`config.mk`:
```
export PLATFORM = sky130hd
export DESIGN_NAME = rtc_reader
export DESIGN_NICKNAME = d
export VERILOG_FILES = /design/src/rtl/rtc_pkg.sv /design/src/rtl/wb_single_xfer.sv /design/src/rtl/rtc_reader.sv
export SDC_FILE = /design/constraint.sdc
export NUM_CORES = 1
export LEC_CHECK = 0
export BUFFER_PORTS_ARGS = -buffer_cell sky130_fd_sc_hd__clkbuf_2
export CORE_AREA = 2 2 116 118
export CTS_BUF_LIST = sky130_fd_sc_hd__clkbuf_8
export DETAILED_ROUTE_END_ITERATION = 8
export DIE_AREA = 0 0 118 120
export HOLD_SLACK_MARGIN = 0.02
export PLACE_DENSITY = 0.72
export SYNTH_ARGS = -nofsm -noshare
export SYNTH_HDL_FRONTEND = slang
export SYNTH_SLANG_ARGS = --single-unit
```
`constraint.sdc`:
```
create_clock -name clk_i -period 2.5 [get_ports clk_i]
set_clock_uncertainty 0.1 [all_clocks]
set_input_delay 0.375 -clock clk_i [delete_from_list [all_inputs] [get_ports clk_i]]
set_output_delay 0.375 -clock clk_i [all_outputs]
set_load 0.05 [all_outputs]
```
`src/rtl/rtc_pkg.sv`:
```
// Shared definitions for the RTC poller: RTC command codes, Wishbone byte
// selects, FSM state encodings and the command-per-slot lookup.
package rtc_pkg;

    localparam logic [7:0] CMD_SEC  = 8'h00;
    localparam logic [7:0] CMD_MIN  = 8'h02;
    localparam logic [7:0] CMD_HOUR = 8'h04;

    localparam logic [3:0] SEL_CMD  = 4'b0001;
    localparam logic [3:0] SEL_RD   = 4'b0011;

    // Sequencer states (rtc_reader)
    typedef enum logic [1:0] {
        ST_IDLE,
        ST_REQ,
        ST_GAP,
        ST_CHECK
    } rd_state_e;

    // Single-transfer engine states (wb_single_xfer)
    typedef enum logic [1:0] {
        XF_IDLE,
        XF_REQ,
        XF_GAP
    } xf_state_e;

    // Slot 0: seconds, 1: minutes, 2: hours, 3: seconds re-read.
    function automatic logic [7:0] cmd_for_slot(input logic [1:0] slot);
        case (slot)
            2'd1:    return CMD_MIN;
            2'd2:    return CMD_HOUR;
            default: return CMD_SEC;
        endcase
    endfunction

endpackage

```
`src/rtl/wb_single_xfer.sv`:
```
// One Wishbone classic transfer: REQ (cyc/stb held until ack or timeout)
// followed by a single GAP cycle. A start seen in IDLE or GAP launches REQ on
// the next cycle, so back-to-back transfers cost REQ cycles + 1.
// Ports:
//   clk_i, rst_ni       clock, asynchronous active-low reset
//   start_i             launch a transfer with we_i/sel_i/wdata_i
//   m_*                 Wishbone master side
//   done_o              ack seen in REQ (rdata_o valid this cycle)
//   timeout_o           REQ expired without ack
module wb_single_xfer
    import rtc_pkg::*;
#(
    parameter int unsigned TIMEOUT = 16
) (
    input  logic        clk_i,
    input  logic        rst_ni,
    input  logic        start_i,
    input  logic        we_i,
    input  logic [3:0]  sel_i,
    input  logic [31:0] wdata_i,
    output logic        m_cyc_o,
    output logic        m_stb_o,
    output logic        m_we_o,
    output logic [3:0]  m_sel_o,
    output logic [31:0] m_dat_o,
    input  logic [31:0] m_dat_i,
    input  logic        m_ack_i,
    output logic        done_o,
    output logic        timeout_o,
    output logic [31:0] rdata_o
);

    localparam logic [15:0] TMO_LAST = 16'(TIMEOUT - 1);

    xf_state_e   state_q, state_d;
    logic [15:0] cnt_q, cnt_d;
    logic        we_q, we_d;
    logic [3:0]  sel_q, sel_d;
    logic [31:0] dat_q, dat_d;
    logic        in_req;

    assign in_req    = (state_q == XF_REQ);
    assign m_cyc_o   = in_req;
    assign m_stb_o   = in_req;
    assign m_we_o    = in_req & we_q;
    assign m_sel_o   = in_req ? sel_q : '0;
    assign m_dat_o   = in_req ? dat_q : '0;
    // ack is only meaningful in REQ; the slave's late ack lands in GAP.
    assign done_o    = in_req & m_ack_i;
    assign timeout_o = in_req & ~m_ack_i & (cnt_q == TMO_LAST);
    assign rdata_o   = m_dat_i;

    always_comb begin
        state_d = state_q;
        cnt_d   = cnt_q;
        we_d    = we_q;
        sel_d   = sel_q;
        dat_d   = dat_q;
        case (state_q)
            XF_IDLE, XF_GAP: begin
                if (start_i) begin
                    state_d = XF_REQ;
                    cnt_d   = '0;
                    we_d    = we_i;
                    sel_d   = sel_i;
                    dat_d   = wdata_i;
                end else begin
                    state_d = XF_IDLE;
                end
            end
            XF_REQ: begin
                if (m_ack_i || cnt_q == TMO_LAST) begin
                    state_d = XF_GAP;
                end else begin
                    cnt_d = cnt_q + 16'd1;
                end
            end
            default: state_d = XF_IDLE;
        endcase
    end

    always_ff @(posedge clk_i or negedge rst_ni) begin
        if (!rst_ni) begin
            state_q <= XF_IDLE;
            cnt_q   <= '0;
            we_q    <= 1'b0;
            sel_q   <= '0;
            dat_q   <= '0;
        end else begin
            state_q <= state_d;
            cnt_q   <= cnt_d;
            we_q    <= we_d;
            sel_q   <= sel_d;
            dat_q   <= dat_d;
        end
    end

endmodule

```
`src/rtl/rtc_reader.sv`:
```
// Periodic Wishbone reader of the RTC peripheral. Each poll writes a command
// byte then reads {value, echo} for seconds, minutes, hours and seconds again;
// the snapshot is published only if both second reads agree.
// Ports:
//   clk_i, rst_i                    clock, asynchronous active-low reset
//   trigger_i                       immediate poll request
//   m_cyc_o .. m_ack_i              Wishbone master bus
//   second_o/minute_o/hour_o        BCD time of last good poll
//   valid_o                         one-cycle pulse on time update
//   busy_o                          poll sequence in progress
//   err_o                           sticky error, cleared by a good poll
module rtc_reader
    import rtc_pkg::*;
#(
    parameter int unsigned CLOCK_FREQ  = 50000000,
    parameter int unsigned POLL_CYCLES = CLOCK_FREQ / 4,
    parameter logic [31:0] RTC_BASE    = 32'h0000_0000,
    parameter int unsigned TIMEOUT     = 16,
    parameter int unsigned MAX_TRIES   = 2
) (
    input  logic        clk_i,
    input  logic        rst_i,
    input  logic        trigger_i,
    output logic        m_cyc_o,
    output logic        m_stb_o,
    output logic        m_we_o,
    output logic [3:0]  m_sel_o,
    output logic [31:0] m_adr_o,
    output logic [31:0] m_dat_o,
    input  logic [31:0] m_dat_i,
    input  logic        m_ack_i,
    output logic [7:0]  second_o,
    output logic [7:0]  minute_o,
    output logic [7:0]  hour_o,
    output logic        valid_o,
    output logic        busy_o,
    output logic        err_o
);

    localparam logic [31:0] POLL_LAST = 32'(POLL_CYCLES - 1);

    rd_state_e   state_q, state_d;
    logic [2:0]  idx_q, idx_d;      // transfer number; bit 0 set = read
    logic [7:0]  tries_q, tries_d;
    logic        abort_q, abort_d;
    logic        pend_q, pend_d;
    logic [31:0] poll_cnt_q, poll_cnt_d;
    logic [7:0]  rd_q [4];
    logic [7:0]  rd_d [4];
    logic [7:0]  sec_q, sec_d, min_q, min_d, hour_q, hour_d;
    logic        valid_q, valid_d, err_q, err_d;

    logic        poll_hit, req_start;
    logic        xfer_start, xfer_done, xfer_timeout;
    logic [7:0]  cur_cmd;
    logic [31:0] xfer_rdata;
    logic        unused_rdata;

    assign cur_cmd   = cmd_for_slot(idx_q[2:1]);
    assign poll_hit  = (POLL_CYCLES != 0) && (poll_cnt_q == POLL_LAST);
    assign req_start = trigger_i | poll_hit;
    assign unused_rdata = ^xfer_rdata[31:16];

    wb_single_xfer #(.TIMEOUT(TIMEOUT)) u_xfer (
        .clk_i     (clk_i),
        .rst_ni    (rst_i),
        .start_i   (xfer_start),
        .we_i      (~idx_q[0]),
        .sel_i     (idx_q[0] ? SEL_RD : SEL_CMD),
        .wdata_i   ({24'b0, cur_cmd}),
        .m_cyc_o   (m_cyc_o),
        .m_stb_o   (m_stb_o),
        .m_we_o    (m_we_o),
        .m_sel_o   (m_sel_o),
        .m_dat_o   (m_dat_o),
        .m_dat_i   (m_dat_i),
        .m_ack_i   (m_ack_i),
        .done_o    (xfer_done),
        .timeout_o (xfer_timeout),
        .rdata_o   (xfer_rdata)
    );

    assign m_adr_o  = RTC_BASE;
    assign second_o = sec_q;
    assign minute_o = min_q;
    assign hour_o   = hour_q;
    assign valid_o  = valid_q;
    assign err_o    = err_q;
    assign busy_o   = (state_q != ST_IDLE);

    // xfer_start is combinational so the engine's REQ lines up with ours:
    // issued in IDLE/GAP/CHECK, the transfer's REQ begins the next cycle.
    always_comb begin
        state_d    = state_q;
        idx_d      = idx_q;
        tries_d    = tries_q;
        abort_d    = abort_q;
        pend_d     = pend_q;
        rd_d       = rd_q;
        sec_d      = sec_q;
        min_d      = min_q;
        hour_d     = hour_q;
        valid_d    = 1'b0;
        err_d      = err_q;
        xfer_start = 1'b0;

        poll_cnt_d = '0;
        if (POLL_CYCLES != 0) begin
            poll_cnt_d = poll_hit ? '0 : poll_cnt_q + 32'd1;
        end

        if (state_q != ST_IDLE && req_start) begin
            pend_d = 1'b1;
        end

        case (state_q)
            ST_IDLE: begin
                if (req_start || pend_q) begin
                    state_d    = ST_REQ;
                    xfer_start = 1'b1;
                    idx_d      = '0;
                    tries_d    = 8'd1;
                    abort_d    = 1'b0;
                    pend_d     = 1'b0;
                end
            end
            ST_REQ: begin
                if (xfer_done) begin
                    state_d = ST_GAP;
                    idx_d   = idx_q + 3'd1;
                    if (idx_q[0]) begin
                        rd_d[idx_q[2:1]] = xfer_rdata[15:8];
                        if (xfer_rdata[7:0] != cur_cmd) begin
                            abort_d = 1'b1;
                            err_d   = 1'b1;
                        end
                    end
                end else if (xfer_timeout) begin
                    state_d = ST_GAP;
                    abort_d = 1'b1;
                    err_d   = 1'b1;
                end
            end
            ST_GAP: begin
                // idx wraps to 0 after the eighth transfer.
                if (abort_q) begin
                    state_d = ST_IDLE;
                    idx_d   = '0;
                end else if (idx_q == 3'd0) begin
                    state_d = ST_CHECK;
                end else begin
                    state_d    = ST_REQ;
                    xfer_start = 1'b1;
                end
            end
            ST_CHECK: begin
                if (rd_q[0] == rd_q[3]) begin
                    sec_d   = rd_q[0];
                    min_d   = rd_q[1];
                    hour_d  = rd_q[2];
                    valid_d = 1'b1;
                    err_d   = 1'b0;
                    state_d = ST_IDLE;
                end else if (tries_q < 8'(MAX_TRIES)) begin
                    tries_d    = tries_q + 8'd1;
                    state_d    = ST_REQ;
                    xfer_start = 1'b1;
                end else begin
                    err_d   = 1'b1;
                    state_d = ST_IDLE;
                end
            end
            default: state_d = ST_IDLE;
        endcase
    end

    always_ff @(posedge clk_i or negedge rst_i) begin
        if (!rst_i) begin
            state_q    <= ST_IDLE;
            idx_q      <= '0;
            tries_q    <= '0;
            abort_q    <= 1'b0;
            pend_q     <= 1'b0;
            poll_cnt_q <= '0;
            rd_q       <= '{default: '0};
            sec_q      <= '0;
            min_q      <= '0;
            hour_q     <= '0;
            valid_q    <= 1'b0;
            err_q      <= 1'b0;
        end else begin
            state_q    <= state_d;
            idx_q      <= idx_d;
            tries_q    <= tries_d;
            abort_q    <= abort_d;
            pend_q     <= pend_d;
            poll_cnt_q <= poll_cnt_d;
            rd_q       <= rd_d;
            sec_q      <= sec_d;
            min_q      <= min_d;
            hour_q     <= hour_d;
            valid_q    <= valid_d;
            err_q      <= err_d;
        end
    end

endmodule
```
==> out/metrics.yaml, run 1 <==
layout:
  fillCellCount: 1100
  nets: 692
  final_area_sq_um: 7140
  layout-area-overhead-vs-synth_pct: 12.0
  drive_above_1_share_pct: 24.7
  layout_common_cells: "dfrtp_1, conb_1, mux2_2"
  layout_commonest_cell: "dfrtp_1"
  n_antenna_cell: 0
clocking:
  clk_pin_slew_ns: 0.08
  cts.path.max_buffers: 2
  cts_root_buf: "clkbuf_8"
  cts_buffers: 17
  insertion_delay_ns: 0.44
  cts_sinks: 128
  htreeDepth: 4
  cts_setup_buffers: 0
  cts_tree: "built"
grt:
  grt_max_degree: 55
  overflow: 0
  grt_pass1_wl_um: 20200
  grt_usage_pct: 17.8
  grt_pass1_vias: 4194
  grt_antenna_before_repair: 0
detailed_routing:
  dr_total_vias: 4299
  ant_nets: 0
  vias_per_cell: 5.12
  drt_iter0_markers: 322
  wl_per_cell_um: 14.6
  drc_errors: 0
  drt_pre_antenna_iters: 4
  routed_wl_um: 12300
setup_path:
  path_delay_family: "simple AND/OR/NAND/NOR gates"
  reg2reg_depth: 4
  crit_path_cell_trace: "nor2b_1, and3_1, nand3_1, mux2_2"
  crit_buf_inv: 0
  worstPathArrival_ns: 2.51
  cp-start-kind: "flip-flop"
  slowest_delay_ns: 0.48
  end_kind: "flip-flop"
  cp_max_fo: 9
  slowest_stage: "nand3_1"
  cp.depth: 4
  critPathKind: "flip-flop to flip-flop"
  worst_ep_required_time_ns: 2.73
floorplanning:
  die_w_um: 118
  die-area_sq_um: 14200
  io-pin-count: 134
  rows: 42
  start_util_pct: 49.1
  die_y_um: 120
  core_area_sq_um: 13000
timing:
  finalHoldViolCount: 0
  setup_viol: 0
  period_share_pct: 91.3
  fmax_mhz: 438
  tightest_slew_ns: 0.616
  fin_ws_ns: 0.216
  period_needed_ns: 2.28
  max_slew_margin_pct: 58.8
  finalSetupTns_ns: 0
  rsz0062_at_grt: "no"
  slew_viol_final: 0
power_and_ir_drop:
  ir_drop_uv: 413
  p_leak_nw: 3.68
  powerDensity_nw_per_um2: 662
placed_design:
  dp_hpwl_um: 8500
  dp_slack_ns: 0.180
  globalplace.congestion: 0.828
  dpl_cell_area_sq_um: 6680
  io_buffers: 53
synth:
  netlist.area_leader.share_pct: 50.2
  ys_ff_latch: 128
  yosys-top-cells-area: "dfrtp_1, mux2_2, buf_4"
  ys_warn_count: 0
  synth_area_sq_um: 6380
  synth_cells: 580
  synth_seq_area_share_pct: 50.2
  synth_top_cell_by_area: "dfrtp_1"
  synth-edff-count: 0
  ys_types: 54
  async_flop_share_pct: 100
  avgSynthCellArea_sq_um: 11.0
  synth_ff_type: "dfrtp_1"
status:
  status: "complete, no violations"
worst_hold_path:
  hp-class: "primary input to flip-flop"
  hold-path-cell-count: 2
run:
  max_cap_viol_count: 0
==> worst paths after layout <==
| kind | end | startpoint | slack [ns] |
|---|---|---|---|
| worst min-delay path | rd_q[9] | m_dat_i[9] | 0.12 |
| min in group asynchronous | rd_q[14] | rst_i | 0.35 |
| worst max register to register | rd_q[21] | state_q[0] | 0.22 |
| worst max-delay path | rd_q[21] | state_q[0] | 0.22 |
| max in group asynchronous | poll_cnt_q[25] | rst_i | 1.30 |
| worst min register to register | u_xfer.sel_q[0] | u_xfer.sel_q[0] | 0.37 |
==> cells by family after synthesis <==
family                     Yosys count  synth area share [%]
AOI/OAI and AO/OA                   58                  6.20
xor gates and xnor gates            39                  5.36
adders and majority gates            5                 0.981
buffers and inverters               95                  9.85
DFF                                128                  50.2
muxes                               61                  10.8
other                                1                0.0588
and+or+nand+nor                    193                  16.5
==> cell usage after synthesis (6+ instances only) <==
library cell,number
xor2_1,28
nand2b_1,6
and2_1,9
nand2_1,37
nor2_1,38
dfrtp_1,128
a21oi_1,11
mux2_2,57
and3_1,14
inv_1,15
nor3_1,15
o22ai_1,10
o21ai_0,12
clkbuf_1,9
nor2b_1,8
nand3_1,17
buf_4,66
nor4_1,17
xnor2_1,11
nand4_1,13
==> per-stage QoR <==
step / hold slack [ns] / power (mW) / cells / util (%)
4_1_cts: 0.0975 / 4.76 / 840 / 54.9
6_report: 0.117 / 4.73 / 840 / 55.0
3_5_place_dp: 0.278 / 2.81 / 807 / 51.5
5_1_grt: 0.0947 / 4.91 / 840 / 55.0
2_1_floorplan: -0.0206 / 2.75 / 643 / -
3_3_place_gp: 0.271 / 2.79 / 807 / 51.5
==> state kept, by name, summed over array words and instances, names as in the netlist <==
signal / flops
u_xfer.sel_q: 2
hour_o: 8
err_o: 1
u_xfer.dat_q: 2
abort_q: 1
poll_cnt_q: 32
valid_o: 1
tries_q: 8
second_o: 8
u_xfer.we_q: 1
rd_q: 32
idx_q: 3
pend_q: 1
u_xfer.state_q: 2
minute_o: 8
u_xfer.cnt_q: 16
state_q: 2
==> per-layer routing <==
layer	routed length, um	GRT usage, %	vias to the layer above
met5	0	0	-
met4	172	7.61	0
met3	427	3.80	16
met2	6230	29.4	118
met1	5460	22.6	2113
li1	-	-	2052
==> layout make-up <==
cell class                      count  area, sq um  share of cell area, %
Tap cell                          176          220                   3.08
Clock buffer                       18          248                   3.47
Multi-Input combinational cell    420         2790                   39.1
Clock inverter                     14          191                   2.68
Timing Repair Buffer               69          428                   5.99
Inverter                           15         56.3                  0.789
Sequential cell                   128         3200                   44.9
==> worst register-to-register path: stages (launching register included) <==
cell     delay (ns)
dfrtp_1        0.47
nor2b_1        0.27
and3_1         0.41
nand3_1        0.48
mux2_2         0.44
==> power by group <==
part	total, mW	switching (mW)	internal, mW
sequential	2.25	0.107	2.15
combinational	0.523	0.392	0.130
clock	1.95	0.839	1.11
==> repair_timing <==
item                                   in CTS  in global routing
setup endpoints to repair                   0                  1
endpoints found under the hold margin      35                  0
hold buffers                                1                  0
gates resized for setup                     0                  1
Power figures use the tool's default switching activity.
==> inputs of run 2 (changes only) <==
--- a/config.mk
+++ b/config.mk
@@ -11,7 +11,7 @@
 export DETAILED_ROUTE_END_ITERATION = 8
 export DIE_AREA = 0 0 118 120
 export HOLD_SLACK_MARGIN = 0.02
-export PLACE_DENSITY = 0.72
+export PLACE_DENSITY = 0.75
 export SYNTH_ARGS = -nofsm -noshare
 export SYNTH_HDL_FRONTEND = slang
 export SYNTH_SLANG_ARGS = --single-unit
==> constraint.sdc (replaced) <==
create_clock -name clk_i -period 2 [get_ports clk_i]
set_clock_uncertainty 0.1 [all_clocks]
set_input_delay 0.3 -clock clk_i [delete_from_list [all_inputs] [get_ports clk_i]]
set_output_delay 0.3 -clock clk_i [all_outputs]
set_load 0.05 [all_outputs]
==> run 2 against run 1 <==
  * The run now ends with negative setup slack left
  * Die area unchanged
  * Clock power increased by 14%
  * Utilization rose by 7.2 points
  * Total power grew 24%
  * Critical path depth rose by 4
  * Worst hold slack got worse by 0.062 ns
==> out/metrics.yaml, run 2 (synthesis results as in run 1) <==
grt:
  grt_antenna_before_repair: 0
  grt_pass1_wl_um: 22700
  grt_pass1_vias: 4881
  overflow: 0
  grt_usage_pct: 20.1
  grt_max_degree: 71
layout:
  n_antenna_cell: 0
  layout_common_cells: "dfrtp_1, buf_4, conb_1"
  layout-area-overhead-vs-synth_pct: 26.5
  fillCellCount: 967
  drive_above_1_share_pct: 37.3
  nets: 769
  layout_commonest_cell: "dfrtp_1"
  final_area_sq_um: 8070
  multi_input_area_sq_um: 3080
  fin_util_pct: 62.2
  reg.largest.list: "poll_cnt_q: 32 flops, rd_q: 32 flops, u_xfer.cnt_q: 16 flops"
  area.sequential_sq_um: 3200
setup_path:
  critPathKind: "flip-flop to flip-flop"
  cp_max_fo: 6
  worst_ep_required_time_ns: 2.24
  end_kind: "flip-flop"
  worstPathArrival_ns: 2.43
  cp-start-kind: "flip-flop"
clocking:
  clk_pin_slew_ns: 0.07
  insertion_delay_ns: 0.45
  cts_sinks: 128
  cts_tree: "built"
  cts_buffers: 17
  cts_root_buf: "clkbuf_8"
  htreeDepth: 4
  cts.path.max_buffers: 2
detailed_routing:
  drt_pre_antenna_iters: 5
  dr_total_vias: 4760
  wl_per_cell_um: 15.4
  routed_wl_um: 14100
  ant_nets: 0
  drt_iter0_markers: 310
  drc_errors: 0
  vias_per_cell: 5.20
timing:
  rsz0062_at_grt: "yes"
  slew_viol_final: 0
  finalSetupTns_ns: -4.60
  setup_viol: 47
  holdWs_ns: 0.0557
  period_needed_ns: 2.19
  period_share_pct: 110
  fin_ws_ns: -0.191
  fmax_mhz: 456
  finalHoldViolCount: 0
floorplanning:
  rows: 42
  io-pin-count: 134
  die-area_sq_um: 14200
  die_w_um: 118
  core_area_sq_um: 13000
  start_util_pct: 49.1
  die_y_um: 120
placed_design:
  io_buffers: 53
  dp_slack_ns: -0.132
  dp_hpwl_um: 9230
  dpl_cell_area_sq_um: 7260
  globalplace.congestion: 0.882
power_and_ir_drop:
  powerDensity_nw_per_um2: 730
  p_leak_nw: 4.17
  ir_drop_uv: 437
status:
  status: "complete, but fails checks"
  failed_checks: "negative setup slack"
run:
  max_cap_viol_count: 0
worst_hold_path:
  hp-class: "primary input to flip-flop"
run 2: changes by cell type in the layout (fill, tap and decap cells not counted), moves of 3 or more:
cell / before / now
buf_4: 13 / 82
buf_6: 0 / 6
clkbuf_2: 52 / 47
mux2_2: 57 / 41
mux2_4: 1 / 19
nor2_1: 38 / 35
nor2_2: 0 / 3
nor4_1: 17 / 10
nor4_2: 1 / 4
nor4_4: 1 / 5
o21ai_0: 12 / 7
o21ai_2: 0 / 4
o22ai_1: 10 / 0
o22ai_2: 0 / 10
run 2: path summary, 6_finish.rpt:
kind	startpoint	to	slack, ns	depth (start not counted)
setup / recovery	rd_q[25]	u_xfer.dat_q[2]	-0.19	8
hold / removal	m_dat_i[12]	rd_q[4]	0.06	2
setup reg to reg	rd_q[25]	u_xfer.dat_q[2]	-0.19	8
hold reg to reg	u_xfer.sel_q[0]	u_xfer.sel_q[0]	0.38	1
max in group asynchronous	rst_i	poll_cnt_q[13]	1.13	3
min in group asynchronous	rst_i	minute_o[2]	0.35	3
run 2: worst max-delay path, stage by stage, from the launching register on:
cell and delay, ns:
dfrtp_1 0.41, xor2_2 0.21, nor4_4 0.32, buf_4 0.17
a21o_1 0.16, a41oi_2 0.15, buf_6 0.18, buf_4 0.13
mux2_2 0.25
run 2: timing repair:
| action | in CTS | in global routing |
|---|---|---|
| setup endpoints to repair | 47 | 76 |
| hold buffers | 3 | 0 |
| setup buffers | 7 | 5 |
| pin swaps | 6 | 16 |
| endpoints found under the hold margin | 132 | 0 |
| cloned | 1 | 1 |
| gates resized for setup | 23 | 40 |
run 2: area by class of cell:
class / count / area share, %
multi-input combinational: 420 / 38.1
inverter: 15 / 0.698
tap: 176 / 2.73
timing repair buffer: 146 / 13.8
clock inverter: 13 / 1.85
clock buffer: 18 / 3.07
sequential: 128 / 39.7
run 2: power breakdown:
group	internal [mW]	total, mW	switching (mW)
combinational	0.271	0.867	0.596
sequential	2.69	2.79	0.107
clock	1.24	2.23	0.988
total	4.20	5.89	1.69
run 2: stage by stage:
step,std cells,total power [mW]
after floorplan,643,3.44
after global placement,870,3.56
after detailed placement,870,3.60
after CTS,912,5.85
after global routing,916,6.12
final,916,5.89
run 2: per-layer routing:
layer / track usage, % / share of wire [%] / vias to the layer above
li1: - / - / 2202
met1: 24.8 / 42 / 2371
met2: 34.1 / 51 / 156
met3: 4.85 / 5.2 / 31
met4: 7.83 / 2.4 / 0
met5: 0 / 0 / -
==> inputs of run 3 (changes only) <==
--- a/config.mk
+++ b/config.mk
@@ -15,3 +15,4 @@
 export SYNTH_ARGS = -nofsm -noshare
 export SYNTH_HDL_FRONTEND = slang
 export SYNTH_SLANG_ARGS = --single-unit
+export TNS_END_PERCENT = 30
==> run 3 against run 2 <==
  * The flow still finishes with violations (negative setup slack)
  * Utilization is 0.70 points lower
  * Sequential share of layout area up 0.45 points
  * Cell area down 1.1%
  * Sequential cell count stayed put
  * Cell count fell by 0.87%
  * Total power shrank 1.6%
  * Clock power barely moved
  * Largest power group unchanged
==> out/metrics.yaml, run 3 (synthesis results as in run 1) <==
timing:
  rsz0062_at_grt: "yes"
  fin_ws_ns: -0.117
  setup_viol: 40
  slew_viol_final: 0
  period_needed_ns: 2.12
  fmax_mhz: 472
  finalHoldViolCount: 0
  period_share_pct: 106
power_and_ir_drop:
  combPwrFrac_pct: 13.6
  p_leak_nw: 4.11
  powerDensity_nw_per_um2: 726
  p_switching_mw: 1.72
  swShare_pct: 29.6
  p_int_mw: 4.08
  ir_drop_uv: 434
  pwr-share-seq_pct: 48.2
  total_power_mw: 5.79
  power_frac_clock_pct: 38.2
floorplanning:
  start_util_pct: 49.1
  die_y_um: 120
  die-area_sq_um: 14200
  die_w_um: 118
  rows: 42
  core_area_sq_um: 13000
  io-pin-count: 134
detailed_routing:
  vias_per_cell: 5.29
  drc_errors: 0
  drt_pre_antenna_iters: 5
  ant_nets: 0
  drt_iter0_markers: 465
  dr_total_vias: 4805
  routed_wl_um: 14700
  wl_per_cell_um: 16.2
clocking:
  cts.path.max_buffers: 2
  cts_buffers: 17
  htreeDepth: 4
  cts_tree: "built"
  clk_pin_slew_ns: 0.08
  insertion_delay_ns: 0.44
  cts_sinks: 128
  cts_root_buf: "clkbuf_8"
grt:
  grt_pass1_wl_um: 23600
  grt_pass1_vias: 4819
  overflow: 0
  grt_usage_pct: 20.9
  grt_max_degree: 71
  grt_antenna_before_repair: 0
placed_design:
  dp_slack_ns: -0.142
  io_buffers: 53
  globalplace.congestion: 0.870
  dp_hpwl_um: 9560
layout:
  fin_util_pct: 61.5
  layout_commonest_cell: "dfrtp_1"
  nets: 760
  reg.largest.list: "poll_cnt_q: 32 flops, rd_q: 32 flops, u_xfer.cnt_q: 16 flops"
  n_antenna_cell: 0
  fillCellCount: 1010
  layout-area-overhead-vs-synth_pct: 25.1
  drive_above_1_share_pct: 35.4
  layout_common_cells: "dfrtp_1, buf_4, conb_1"
status:
  failed_checks: "negative setup slack"
  status: "complete, but fails checks"
run:
  max_cap_viol_count: 0
setup_path:
  worstPathArrival_ns: 2.34
  cp_max_fo: 7
  end_kind: "flip-flop"
  critPathKind: "flip-flop to flip-flop"
  worst_ep_required_time_ns: 2.23
  cp-start-kind: "flip-flop"
worst_hold_path:
  hp-class: "primary input to flip-flop"
## run 3: cell count changes in the layout (fill, tap and decap cells not counted), sizes merged
cell / previous run / this run
dlygate4sd3: 3 / 1
inv: 18 / 16
bufinv: 3 / 2
clkinvlp: 2 / 4
buf: 95 / 88
clkbuf: 66 / 67
clkinv: 5 / 6
## run 3: final cells by class
type | count | area (sq um) | share of cell area [%]
clock inverter | 13 | 136 | 1.71
tap | 176 | 220 | 2.76
sequential | 128 | 3200 | 40.2
inverter | 15 | 56.3 | 0.706
multi-input combinational | 420 | 3020 | 37.9
timing repair buffer | 137 | 1080 | 13.5
clock buffer | 19 | 262 | 3.28
## run 3: repair_timing
action,4_1_cts,5_1_grt
buffers inserted,3,2
endpoints found under the hold margin,128,0
hold buffers,1,0
pin swaps,8,9
gates cloned,2,1
resized for setup,36,33
endpoints found under the setup margin,65,69
## run 3: critical path: stages (launching register included)
cell and delay, ns:
dfrtp_1 0.39, xor2_1 0.18, nor4_2 0.31, buf_4 0.19
nand2_4 0.05, nor3_4 0.16, buf_12 0.16, buf_16 0.14
mux2_2 0.33
## run 3: layer usage
metal	wire length [um]	track usage, %
met5	0	0
met4	151	6.78
met3	699	5.56
met2	7650	35.1
met1	6210	26.3
## run 3: worst paths after layout
| kind | start | end | slack, ns | depth (start not counted) |
|---|---|---|---|---|
| hold / removal | m_dat_i[12] | rd_q[4] | 0.05 | 2 |
| min in group asynchronous | rst_i | second_o[7] | 0.34 | 3 |
| setup / recovery | rd_q[26] | second_o[3] | -0.12 | 8 |
| max in group asynchronous | rst_i | poll_cnt_q[13] | 1.12 | 3 |
| hold reg to reg | u_xfer.sel_q[0] | u_xfer.sel_q[0] | 0.39 | 1 |
| setup reg to reg | rd_q[26] | second_o[3] | -0.12 | 8 |
## run 3: per-stage QoR
| stage | std cells | area, sq um | setup TNS [ns] | hold WS [ns] |
|---|---|---|---|---|
| floorplan | 643 | 6650 | -1.83 | -0.0956 |
| global placement | 867 | 7190 | -4.15 | 0.228 |
| detailed placement | 867 | 7190 | -3.96 | 0.236 |
| CTS | 905 | 7810 | -2.92 | 0.0270 |
| global route | 908 | 7980 | -6.94 | 0.0372 |
| finish | 908 | 7980 | -3.16 | 0.0515 |
## run 3: power groups by stage
stage	Sequential [mW]	Clock [mW]	Combinational, mW
finish	2.79	2.21	0.790
global route	2.81	2.37	0.858
CTS	2.78	2.24	0.768
detailed placement	2.83	0	0.755
global placement	2.82	0	0.722
floorplan	2.85	0	0.594
